<file path="src/rtl/monster_spawn_gen.sv">
// LFSR-driven monster spawn scheduler: one-cycle lane pulses at a shrinking interval.
// Optional macro SPAWN_REROUTE_EN: an occupied preferred lane reroutes to the next free lane.
module monster_spawn_gen #(
  parameter logic [15:0] SEED          = 16'hACE1,
  parameter logic [7:0]  BASE_INTERVAL = 8'd20,
  parameter logic [7:0]  MIN_INTERVAL  = 8'd4,
  parameter logic [7:0]  RAMP_STEP     = 8'd2,
  parameter logic [3:0]  RAMP_EVERY    = 4'd5
) (
  input  logic       Clk,
  input  logic       Reset,
  input  logic       play_flag,
  input  logic       game_over,
  input  logic       tick,
  input  logic [3:0] occupied,
  output logic [3:0] spawn,
  output logic [3:0] level,
  output logic       active
);

  localparam logic [15:0] SEED_NZ   = (SEED == 16'h0000) ? 16'h0001 : SEED;
  localparam logic [15:0] LFSR_MASK = 16'hB400;
  localparam logic [8:0]  RAMP_SUM  = {1'b0, RAMP_STEP} + {1'b0, MIN_INTERVAL};

  typedef enum logic [1:0] {
    S_IDLE  = 2'd0,
    S_WAIT  = 2'd1,
    S_SPAWN = 2'd2
  } state_e;

  state_e      state_q, state_d;
  logic [15:0] lfsr_q, lfsr_d;
  logic [7:0]  interval_q, interval_d;
  logic [7:0]  count_q, count_d;
  logic [3:0]  attempts_q, attempts_d;
  logic [3:0]  level_q, level_d;
  logic [3:0]  spawn_q, spawn_d;
  logic        abort;
  logic [1:0]  pref;
  logic [3:0]  lane_pulse;
  logic [7:0]  ramp_interval;
  logic [3:0]  attempts_inc;

  assign lfsr_d = lfsr_q[0] ? ((lfsr_q >> 1) ^ LFSR_MASK) : (lfsr_q >> 1);
  assign abort  = game_over | ~play_flag;
  assign pref   = lfsr_q[1:0];
  assign attempts_inc = attempts_q + 4'd1;

  // 9-bit compare so interval - RAMP_STEP never wraps below the floor.
  assign ramp_interval = ({1'b0, interval_q} < RAMP_SUM) ? MIN_INTERVAL
                                                         : (interval_q - RAMP_STEP);

`ifdef SPAWN_REROUTE_EN
  logic [1:0] alt;
  always_comb begin
    lane_pulse = 4'b0000;
    alt        = 2'd0;
    if (!occupied[pref]) begin
      lane_pulse[pref] = 1'b1;
    end else begin
      // Walk farthest-to-nearest so the nearest free lane is the one left standing.
      for (int k = 3; k >= 1; k--) begin
        alt = pref + 2'(k);
        if (!occupied[alt]) begin
          lane_pulse      = 4'b0000;
          lane_pulse[alt] = 1'b1;
        end
      end
    end
  end
`else
  always_comb begin
    lane_pulse = 4'b0000;
    if (!occupied[pref]) lane_pulse[pref] = 1'b1;
  end
`endif

  always_comb begin
    state_d    = state_q;
    interval_d = interval_q;
    count_d    = count_q;
    attempts_d = attempts_q;
    level_d    = level_q;
    spawn_d    = 4'b0000;

    case (state_q)
      S_IDLE: begin
        interval_d = BASE_INTERVAL;
        count_d    = BASE_INTERVAL;
        attempts_d = 4'd0;
        level_d    = 4'd0;
        if (!abort) state_d = S_WAIT;
      end
      S_WAIT: begin
        if (abort) begin
          state_d = S_IDLE;
        end else if (tick) begin
          if (count_q > 8'd1) begin
            count_d = count_q - 8'd1;
          end else begin
            state_d = S_SPAWN;
            spawn_d = lane_pulse;
          end
        end
      end
      S_SPAWN: begin
        if (abort) begin
          state_d = S_IDLE;
        end else begin
          state_d = S_WAIT;
          if (attempts_inc == RAMP_EVERY) begin
            attempts_d = 4'd0;
            level_d    = (level_q == 4'hF) ? level_q : level_q + 4'd1;
            interval_d = ramp_interval;
            count_d    = ramp_interval;
          end else begin
            attempts_d = attempts_inc;
            count_d    = interval_q;
          end
        end
      end
      default: state_d = S_IDLE;
    endcase

    // Leaving for IDLE clears the game context on the same edge as the abort.
    if (state_d == S_IDLE) begin
      interval_d = BASE_INTERVAL;
      count_d    = BASE_INTERVAL;
      attempts_d = 4'd0;
      level_d    = 4'd0;
      spawn_d    = 4'b0000;
    end
  end

  always_ff @(posedge Clk or negedge Reset) begin
    if (!Reset) begin
      state_q    <= S_IDLE;
      lfsr_q     <= SEED_NZ;
      interval_q <= BASE_INTERVAL;
      count_q    <= BASE_INTERVAL;
      attempts_q <= 4'd0;
      level_q    <= 4'd0;
      spawn_q    <= 4'b0000;
    end else begin
      state_q    <= state_d;
      lfsr_q     <= lfsr_d;
      interval_q <= interval_d;
      count_q    <= count_d;
      attempts_q <= attempts_d;
      level_q    <= level_d;
      spawn_q    <= spawn_d;
    end
  end

  assign spawn  = spawn_q;
  assign level  = level_q;
  assign active = (state_q == S_WAIT) || (state_q == S_SPAWN);

endmodule

</file>
<file path="config.mk">
export PLATFORM = sky130hd
export DESIGN_NAME = monster_spawn_gen
export DESIGN_NICKNAME = d
export VERILOG_FILES = /design/src/rtl/monster_spawn_gen.sv
export SDC_FILE = /design/constraint.sdc
export NUM_CORES = 1
export LEC_CHECK = 0
export BUFFER_PORTS_ARGS = -buffer_cell sky130_fd_sc_hd__buf_2
export CORE_MARGIN = 5
export CORE_UTILIZATION = 54
export DETAILED_ROUTE_END_ITERATION = 7
export PLACE_DENSITY = 0.83
export SLEW_MARGIN = 20
export SYNTH_ARGS = -nofsm -noshare
export SYNTH_HDL_FRONTEND = slang
export SYNTH_SLANG_ARGS = --single-unit
</file>
<file path="constraint.sdc">
create_clock -name Clk -period 2.15 [get_ports Clk]
set_input_delay 0.215 -clock Clk [delete_from_list [all_inputs] [get_ports Clk]]
set_output_delay 0.215 -clock Clk [all_outputs]
set_load 0.1 [all_outputs]
</file>
Word level (Yosys, flattened, before mapping)
Index checks and enable logic that the tools add are counted.
W data, S select, Z words.
{"block": "op_classes", "n_bitwise": 3, "addsub": 4, "reduce_logical": 9, "n_mux": 36, "order_cmp": 4, "eq_ne": 10}
{"operator": "$mux W8", "n": 8}
{"operator": "$mux W4", "n": 13}
{"operator": "$pmux W8 S3", "n": 1}
{"operator": "$ne A3 B3 Y1 const B", "n": 6}
{"operator": "$mux W16", "n": 1}
{"operator": "$pmux W4 S2", "n": 2}
{"operator": "$pmux W8 S2", "n": 1}
{"operator": "$add A4 B1 Y4 const B", "n": 2}
{"operator": "$gt A8 B1 Y1 const B", "n": 1}
{"operator": "$lt A8 B3 Y1 const B", "n": 1}
{"operator": "$mux W2", "n": 4}
{"operator": "$sub A8 B1 Y8 const B", "n": 1}
{"operator": "$sub A8 B2 Y8 const B", "n": 1}
{"operator": "$pmux W2 S3", "n": 1}
{"operator": "$reduce_and A5 Y1", "n": 1}
{"operator": "$eq A4 B3 Y1 const B", "n": 1}
{"operator": "$eq A4 B4 Y1 const B", "n": 1}
{"operator": "$logic_not A2 Y1", "n": 2}
{"operator": "$not A3 Y4", "n": 1}
{"operator": "$reduce_and A4 Y1", "n": 1}
{"operator": "$reduce_bool A4 Y1", "n": 1}
{"operator": "$lt A2 B3 Y1 const B", "n": 1}
{"operator": "$mux W1", "n": 3}
{"operator": "$reduce_bool A3 Y1", "n": 1}
{"operator": "10 further kinds", "n": 10}
{"block": "word_totals", "word_cells": 73, "output_inout_bits": 9, "reg_bits": 46, "input_bits": 9}

Logic depth before layout (Yosys ltp)
Gate-level depths: netlist (run 1).
{"block": "logic_depth", "ltp_word": 10, "mapped_depth": 8, "depth_no_buf": 7}

Worst setup path before layout (run 1)
OpenSTA, ideal clock, no wires.
{"block": "synth_path", "kind": "register to register", "start": "reg state_q[0]", "end": "reg count_q[6]", "t_arrival_ns": 2.620, "stages_incl_launch_ff": 7, "required_time_ns": 2.068, "setup_time_ns": 0.082, "synth_period_minus_slack_ns": 2.702, "n_path_buf": 0, "slack_ns": -0.552, "path_cell_list": "dfrtp_1 > inv_1 > ha_1 > o22ai_1 > a21o_2 > or4_2 > a31oi_1"}
{"block": "synth_via", "elab_chain_cells": 7, "elab_cells_between_ends": 17, "cone_classes": "6 x eq/ne; 7 x mux; 4 x reduce/logical"}
{"element": "start: declaration", "line": "31", "text": "state_e state_q, state_d;"}
{"element": "start signal: assignment", "line": "145", "text": "state_q <= state_d;"}
{"element": "$mux W2", "line": "98", "text": "if (count_q > 8'd1) begin"}
{"element": "$mux W2", "line": "97", "text": "end else if (tick) begin"}
{"element": "$mux W2", "line": "95", "text": "if (abort) begin"}
{"element": "$pmux W2 S3", "line": "86", "text": "case (state_q)"}
{"element": "$logic_not A2 Y1", "line": "126", "text": "if (state_d == S_IDLE) begin"}
{"element": "$ne A3 B3 Y1 (no source line) or $reduce_bool A4 Y1 (tied branches)"}
{"element": "$reduce_and A5 Y1 (no source line)"}
{"element": "end signal: assignment", "line": "148", "text": "count_q <= count_d;"}
{"element": "end: declaration", "line": "34", "text": "logic [7:0] count_q, count_d;"}
Several ways; a longest one is shown, not always the timed one.
A chain may end at the register's enable or synchronous reset.

Final worst setup path (run 1)
{"block": "layout_path", "start": "reg count_q[5]", "end": "reg attempts_q[3]"}
{"block": "layout_via", "elab_chain_cells": 8, "elab_cells_between_ends": 10, "cone_classes": "1 x order compare; 1 x eq/ne; 5 x mux; 3 x reduce/logical"}
{"element": "$gt A8 B1 Y1 *", "line": "98"}
{"element": "$mux W2 *", "line": "98"}
{"element": "$mux W2 *", "line": "97"}
{"element": "$mux W2 *", "line": "95"}
{"element": "$pmux W2 S3 *", "line": "86"}
{"element": "$logic_not A2 Y1 *", "line": "126"}
{"element": "$ne A3 B3 Y1 (no source line) or $reduce_bool A3 Y1 (tied branches)"}
{"element": "$reduce_and A2 Y1 (no source line)"}
{"element": "end signal: assignment", "line": "149", "text": "attempts_q <= attempts_d;"}
{"element": "end: declaration", "line": "35", "text": "logic [3:0] attempts_q, attempts_d;"}
Mark *: on every way between the ends. The rest lies on a longest branch, timed or not.

==> flow_metrics.tcl, run 1 <==
set metrics [dict create \
    max_slew_margin_pct 67.60 \
    worst_hold_path_type "input pin to flop" \
    syn2layout_area_growth_pct 31.28 \
    finish.net_count 363 \
    post-route-min-period_ns 2.191 \
    row_count 25 \
    drive_gt1_share_pct 37.68 \
    cts.htree.levels 2 \
    max-clock-path-buffers 2 \
    io_buffer_count 17 \
    critPathKind "flop to flop" \
    timing.critical_path.arrival_ns 2.37 \
    total_number_of_vias 2602 \
    maximum_achievable_frequency_mhz 456.4 \
    timing.critical_path.max_delay_family "simple AND/OR/NAND/NOR gates" \
    hold_viol 0 \
    setup.worst_path.end_class "flop" \
    max_cap_violations 0 \
    syn_std_cell_area_um2 2664 \
    finish.cell_count_without_fillers 412 \
    antenna_found_initial 0 \
    path_max_fanout 9 \
    critical-path-max-stage-delay_ns 0.54 \
    synth-edff-count 0 \
    setup_total_negative_slack_ns -0.3936 \
    synthesis.nets 298 \
    drv_slew 0 \
    ys_warn_count 0 \
    synth_top_cell_by_area "sky130_fd_sc_hd__dfrtp_1" \
    die_w_um 80.24 \
    critical_path.cell_chain "or4_4, buf_4, nor4_4, o32a_1, buf_6, a211oi_1" \
    core_um2 4755 \
    synth_top_cell_area_share_pct 31.94 \
    synth.distinct_cells 68 \
    cts-buffers-inserted 5 \
    cts.reportedPaths.clkPinSlew_ns 0.09 \
    routed_wl_mm 7.583 \
    critPathBufInv 2 \
    tritoncts_clock_tree "done" \
    floorplan.initialDensity_pct 56.03 \
    crit_path_start_kind "flop" \
    critical_path.slowest_cell "sky130_fd_sc_hd__or4_4" \
    die_y_um 80.24 \
    grt_remaining_overflow 0 \
    postSynthCellCount 279 \
    irDropWorstVdd_mv 0.4307 \
    tightest_slew_ns 0.4725 \
    fin_crit_sh_pct 101.9 \
    insertion_delay_to_the_later_sink_of_the_worst_skew_pair_ns 0.31 \
    part_of_the_yosys_area_used_for_sequential_elements_pct 43.78 \
    p_leak_nw 1.428 \
    most_common_cell_after_layout_fill_and_taps_aside "sky130_fd_sc_hd__buf_4" \
    dp.cells 389 \
    r2r_start "count_q[5]" \
    rr_endpoint "attempts_q[3]" \
    detailed_place_hpwl_mm 4.776 \
    detail-route-antenna-nets 0 \
    drt_pass1_iterations 6 \
    grt_pass1_vias 2447 \
    failed_checks "negative setup slack" \
    report.power.total_mw 2.744 \
    ys_ff_latch 46 \
    clock_skew_ns 0.01198 \
    r2r_cells 6 \
    gr-usage-all-layers_pct 22.26 \
    grt_pass1_wl_mm 11.27 \
    r2r_setup_slack_ns -0.04 \
    worstHoldPathCells 2 \
    vias_per_cell 6.316 \
    synth.top_cells.by_area "sky130_fd_sc_hd__dfrtp_1 32%, sky130_fd_sc_hd__dfstp_2 12%, sky130_fd_sc_hd__ha_1 4.7%" \
    wl_per_cell_um 18.41 \
    critical_path_required_ns 2.33 \
    synth-async-reset-ratio_pct 100.0 \
    fp.dieArea_um2 6438 \
    remaining_drc_errors 0 \
    floorplan.io_pins 18 \
    grt_max_degree 47 \
    main_synth_ff_type "sky130_fd_sc_hd__dfrtp_1" \
    synthesis.area_per_instance_um2 9.548 \
    dpl-instance-area_um2 3102 \
    cell_pwr_density_nw_per_um2 784.6 \
    num_antenna_cells 0 \
    setup_ws_ns -0.04118 \
    hold_end "spawn[1]" \
    postLayoutCellArea_um2 3497 \
    report.final.setup_viol 20 \
    gp_congestion 0.9281 \
    hold_path_startpoint "occupied[1]" \
    clock_net_sink_count 46 \
    outcome "complete, but fails checks" \
    mostFrequentLayoutCells "45 x sky130_fd_sc_hd__buf_4, 33 x sky130_fd_sc_hd__dfrtp_1, 21 x sky130_fd_sc_hd__nand2_1, 18 x sky130_fd_sc_hd__inv_1" \
    initialDrtViolationCount 241 \
    clockRootBuffer "sky130_fd_sc_hd__clkbuf_8" \
    startpoint "count_q[5]" \
]
==> synthesized netlist by cell type, drive strengths merged, types with 2 or more instances <==
library cell  count
inv              21
or4               6
mux2i             2
clkbuf            6
a22oi             2
o2111a            3
o22ai             2
nand4             2
xor2              3
a31oi            12
nand2b            2
and4bb            2
and4b             2
o21a              3
o2111ai           2
xnor2             2
nor2b             2
o211ai            6
o21ai            14
nor4              6
nand2            21
nand3             9
a21oi            17
nor4b             2
o32ai             2
buf               4
nand4b            2
ha               10
nor3             11
dfstp            12
or3b              5
a211oi            5
nor2             18
mux2              3
dfrtp            34
==> per-stage QoR <==
stage	setup slack, ns	util [%]	hold slack (ns)
2_1_floorplan	-0.01501	-	-0.08059
3_3_place_gp	-0.03324	65.24	0.2060
3_5_place_dp	-0.07910	65.24	0.2078
4_1_cts	-0.01528	68.42	0.05438
5_1_grt	-0.08241	73.55	0.05562
6_report	-0.04118	73.55	0.06341
==> cell type report <==
cell class	instances	area, um2
clock buffer	5	68.82
clock inverter	3	43.79
fill	341	1257
inverter	21	78.83
multi-input combinational	202	1556
sequential	46	1167
tap	67	83.83
timing repair buffer	68	498.0
==> how the worst max path moves through the flow <==
stage / cells after the start / end / slack (ns)
after floorplan: 8 / count_q[6] / -0.02
after global placement: 7 / count_q[6] / -0.03
after detailed placement: 7 / count_q[6] / -0.08
after CTS: 7 / count_q[6] / -0.02
after global routing: 7 / count_q[4] / -0.08
final: 6 / attempts_q[3] / -0.04
==> metal layers <==
layer / wire length, um / vias to the layer above / GRT usage [%]
met2: 3790 / 133 / 37.58
li1: - / 1174 / -
met4: 259 / 0 / 8.784
met3: 451 / 34 / 3.363
met5: 0 / - / 0
met1: 3082 / 1261 / 28.52
==> cell families after synthesis <==
logic type                 after synthesis  synth area share (%)
muxes                                    5                 2.020
buffers and inverters                   31                 4.885
AOI/OAI and AO/OA                       84                 22.17
DFF                                     46                 43.78
adders and majority gates               10                 4.697
and+or+nand+nor                         98                 20.81
xor gates and xnor gates                 5                 1.644
==> sequential cells by signal, summed over array words and instances, names as in the netlist <==
signal and cells:
interval_q 8, count_q 8, state_q 2, level 4, lfsr_q 16, spawn 4, attempts_q 4
==> report_power, final <==
| group | switching (mW) | internal (mW) | total, mW |
|---|---|---|---|
| logic | 0.654 | 0.492 | 1.15 |
| clock network | 0.315 | 0.349 | 0.664 |
| registers | 0.0320 | 0.902 | 0.934 |
==> repair_timing <==
item | CTS | global route
resized for setup | 8 | 32
gates cloned | 0 | 0
endpoints found under the setup margin | 11 | 27
hold buffers | 1 | 0
setup buffers | 0 | 14
hold endpoints to repair | 34 | 0
pin swaps | 1 | 14
Power figures use the tool's default switching activity.
==> inputs of run 2 (changes only) <==
Settings changed: ABC_AREA set to 1, SLEW_MARGIN 20 to 10.
==> run 2 against run 1 <==
Compared with the run above:
- the flow finishes with violations (negative hold slack)
- non-clock buffer count down 42
- clock skew down 0.0052 ns
- power down 8.9%
- register-to-register slack better by 0.17 ns
- critical path type unchanged
- sequential share of layout area up 5.6 points
- fmax up 8.7%
- setup slack better by 0.17 ns
- count of clock-buffer cells in the layout unchanged
- critical path depth up 9
- synthesized cell count up 18%
- area after synthesis up 0.70%
==> flow_metrics.tcl, run 2 <==
set metrics [dict create \
    outcome "complete, but fails checks" \
    failed_checks "negative hold slack" \
    antenna_found_initial 0 \
    netlist_top_cells_count "91 x sky130_fd_sc_hd__nand2_1, 36 x sky130_fd_sc_hd__inv_1, 34 x sky130_fd_sc_hd__dfrtp_1" \
    synthesis.nets 347 \
    synth-edff-count 0 \
    max_cap_violations 0 \
    total_number_of_vias 2234 \
    hold_viol 18 \
    drt_pass1_iterations 5 \
    grt_pass1_wl_mm 9.701 \
    path_max_fanout 8 \
    clock_power_share_pct 23.0 \
    r2r_setup_slack_ns 0.13 \
    drive_gt1_share_pct 24.51 \
    final_core_utilization_pct 62.51 \
    max_slew_margin_pct 62.14 \
    gp_congestion 0.8750 \
    initialDrtViolationCount 153 \
    drv_slew 0 \
    cts.htree.levels 2 \
    comb_power_share_pct 38.0 \
    fill_cells 397 \
    syn2layout_area_growth_pct 11.52 \
    setup_ws_ns 0.1335 \
    setup_total_negative_slack_ns 0 \
    maximum_achievable_frequency_mhz 495.9 \
    fin_crit_sh_pct 93.79 \
    clock_skew_ns 0.006772 \
    synthesis.area_per_instance_um2 8.179 \
    insertion_delay_to_the_later_sink_of_the_worst_skew_pair_ns 0.31 \
    hold_slack_ns -0.03742 \
    clock_net_sink_count 46 \
    core_um2 4786 \
    post-synth-top-count-cell "sky130_fd_sc_hd__nand2_1" \
    grt_max_degree 47 \
    mostFrequentLayoutCells "89 x sky130_fd_sc_hd__nand2_1, 34 x sky130_fd_sc_hd__dfrtp_1, 33 x sky130_fd_sc_hd__inv_1, 29 x sky130_fd_sc_hd__nand3_1, 25 x sky130_fd_sc_hd__nor2_1" \
    multi_input_area_um2 1329 \
    syn_std_cell_area_um2 2683 \
    num_antenna_cells 0 \
    grt_remaining_overflow 0 \
    report.final.setup_viol 0 \
    main_synth_ff_type "sky130_fd_sc_hd__dfrtp_1" \
    net-switching-power_mw 1.026 \
    clockRootBuffer "sky130_fd_sc_hd__clkbuf_8" \
    r2r_cells 15 \
    detailed_place_hpwl_mm 3.983 \
    ys_warn_count 0 \
    tritoncts_clock_tree "done" \
    synth.top_cells.by_area "sky130_fd_sc_hd__dfrtp_1 32%, sky130_fd_sc_hd__nand2_1 13%, sky130_fd_sc_hd__dfstp_2 12%" \
    detail-route-antenna-nets 0 \
    synth.distinct_cells 36 \
    die_y_um 80.48 \
    critPathKind "flop to flop" \
    startpoint "count_q[0]" \
    timing.critical_path.arrival_ns 2.27 \
    r2r_start "count_q[0]" \
    finish.net_count 373 \
    floorplan.initialDensity_pct 56.05 \
    wl_per_cell_um 13.27 \
    floorplan.io_pins 18 \
    remaining_drc_errors 0 \
    ys_ff_latch 46 \
    cell_pwr_density_nw_per_um2 835.3 \
    cts.reportedPaths.clkPinSlew_ns 0.10 \
    postSynthCellCount 328 \
    synth-async-reset-ratio_pct 100.0 \
    pre_cts_ws_ns 0.03444 \
    setup.worst_path.end_class "flop" \
    worst_hold_path_type "input pin to async pin" \
    cts-buffers-inserted 5 \
    largest_registers "lfsr_q: 16 flops, count_q: 8 flops, interval_q: 8 flops" \
    row_count 25 \
    critical_path_required_ns 2.40 \
    gr-usage-all-layers_pct 19.04 \
    tightest_slew_ns 0.5680 \
    fp.dieArea_um2 6477 \
    p_leak_nw 1.522 \
    power.sequential.fraction_pct 39.0 \
    cp-endpoint "count_q[1]" \
    io_buffer_count 17 \
    part_of_the_yosys_area_used_for_sequential_elements_pct 43.47 \
    irDropWorstVdd_mv 0.9187 \
    synth_top_cell_area_share_pct 31.72 \
    largest_register_ffs 16 \
    vias_per_cell 5.294 \
    grt_pass1_vias 2183 \
    rr_endpoint "count_q[1]" \
    routed_wl_mm 5.598 \
    max-clock-path-buffers 2 \
    largest_register "lfsr_q" \
    most_common_cell_after_layout_fill_and_taps_aside "sky130_fd_sc_hd__nand2_1" \
    die_w_um 80.48 \
    area.sequential_um2 1166 \
    p_int_mw 1.473 \
    crit_path_start_kind "flop" \
    synth_top_cell_by_area "sky130_fd_sc_hd__dfrtp_1" \
    net_sw_share_pct 41.05 \
    post-route-min-period_ns 2.017 \
]
## run 2: final cells by class
type | instances | share of cell area, %
multi-input combinational | 234 | 44.42
inverter | 41 | 5.144
clock buffer | 5 | 2.300
clock inverter | 3 | 0.8783
sequential | 46 | 38.98
timing repair buffer | 26 | 5.479
tap | 67 | 2.802
## run 2: power by group through the flow
stage          clock network [mW]  logic, mW  registers [mW]
2_1_floorplan                   0      0.748           0.974
3_3_place_gp                    0      0.844           0.985
3_5_place_dp                    0      0.865           0.988
4_1_cts                     0.580      0.874           0.972
5_1_grt                     0.615       1.05           0.979
6_report                    0.574      0.951           0.975
## run 2: layer usage
| metal | vias up | track usage, % | wire length, um | part of all wire (%) |
|---|---|---|---|---|
| met2 | 58 | 32.62 | 2853 | 51 |
| met1 | 1048 | 24.82 | 2440 | 44 |
| met4 | 0 | 5.574 | 93 | 1.7 |
| met3 | 11 | 2.915 | 210 | 3.8 |
| li1 | 1117 | - | - | - |
| met5 | - | 0 | 0 | 0 |
## run 2: stage by stage
stage                     power (mW)  instance area [um2]  instances
after floorplan                1.723                 2683        328
after global placement         1.828                 2828        412
after detailed placement       1.854                 2828        412
after CTS                      2.426                 2927        420
after global routing           2.640                 2992        422
final                          2.499                 2992        422
## run 2: cells by family (layout without fill, tap and decap cells)
kind of cell	Yosys count	after routing	share of synthesized area, %
AO/OA/AOI/OAI	34	34	8.442
flip-flops	46	46	43.47
XOR/XNOR	5	5	1.632
AND/OR/NAND/NOR	185	185	33.21
adder cells (fa/ha/maj)	10	10	4.664
buffers and inverters	48	75	8.582
## run 2: what timing repair did
item	in CTS	in global routing
hold buffers	0	0
cloned	0	0
pin swaps	0	4
endpoints found under the setup margin	3	27
setup buffers	0	2
resized for setup	1	15
## run 2: worst min-delay path by stage
stage | from | to | slack (ns) | depth (start not counted)
after global routing | Reset | interval_q[6] | 0.05 | 2
final | Reset | count_q[7] | -0.04 | 2
after CTS | Reset | spawn[3] | 0.006 | 2
after floorplan | Reset | attempts_q[0] | -0.08 | 0
after detailed placement | Reset | interval_q[6] | 0.33 | 2
after global placement | Reset | interval_q[6] | 0.33 | 2
## run 2: critical path, cell delays in order, from the launching register on
cell,delay [ns]
sky130_fd_sc_hd__dfrtp_1,0.43
sky130_fd_sc_hd__inv_2,0.08
sky130_fd_sc_hd__ha_2,0.18
sky130_fd_sc_hd__nor2_1,0.06
sky130_fd_sc_hd__nor2_2,0.12
sky130_fd_sc_hd__nand3_2,0.09
sky130_fd_sc_hd__nand2_1,0.08
sky130_fd_sc_hd__nand2_1,0.06
sky130_fd_sc_hd__nand2_2,0.09
sky130_fd_sc_hd__nand2_4,0.09
sky130_fd_sc_hd__buf_8,0.16
sky130_fd_sc_hd__nand3_4,0.10
sky130_fd_sc_hd__nand2_2,0.08
sky130_fd_sc_hd__nor2_4,0.20
sky130_fd_sc_hd__nand2_1,0.09
sky130_fd_sc_hd__nand2_1,0.06
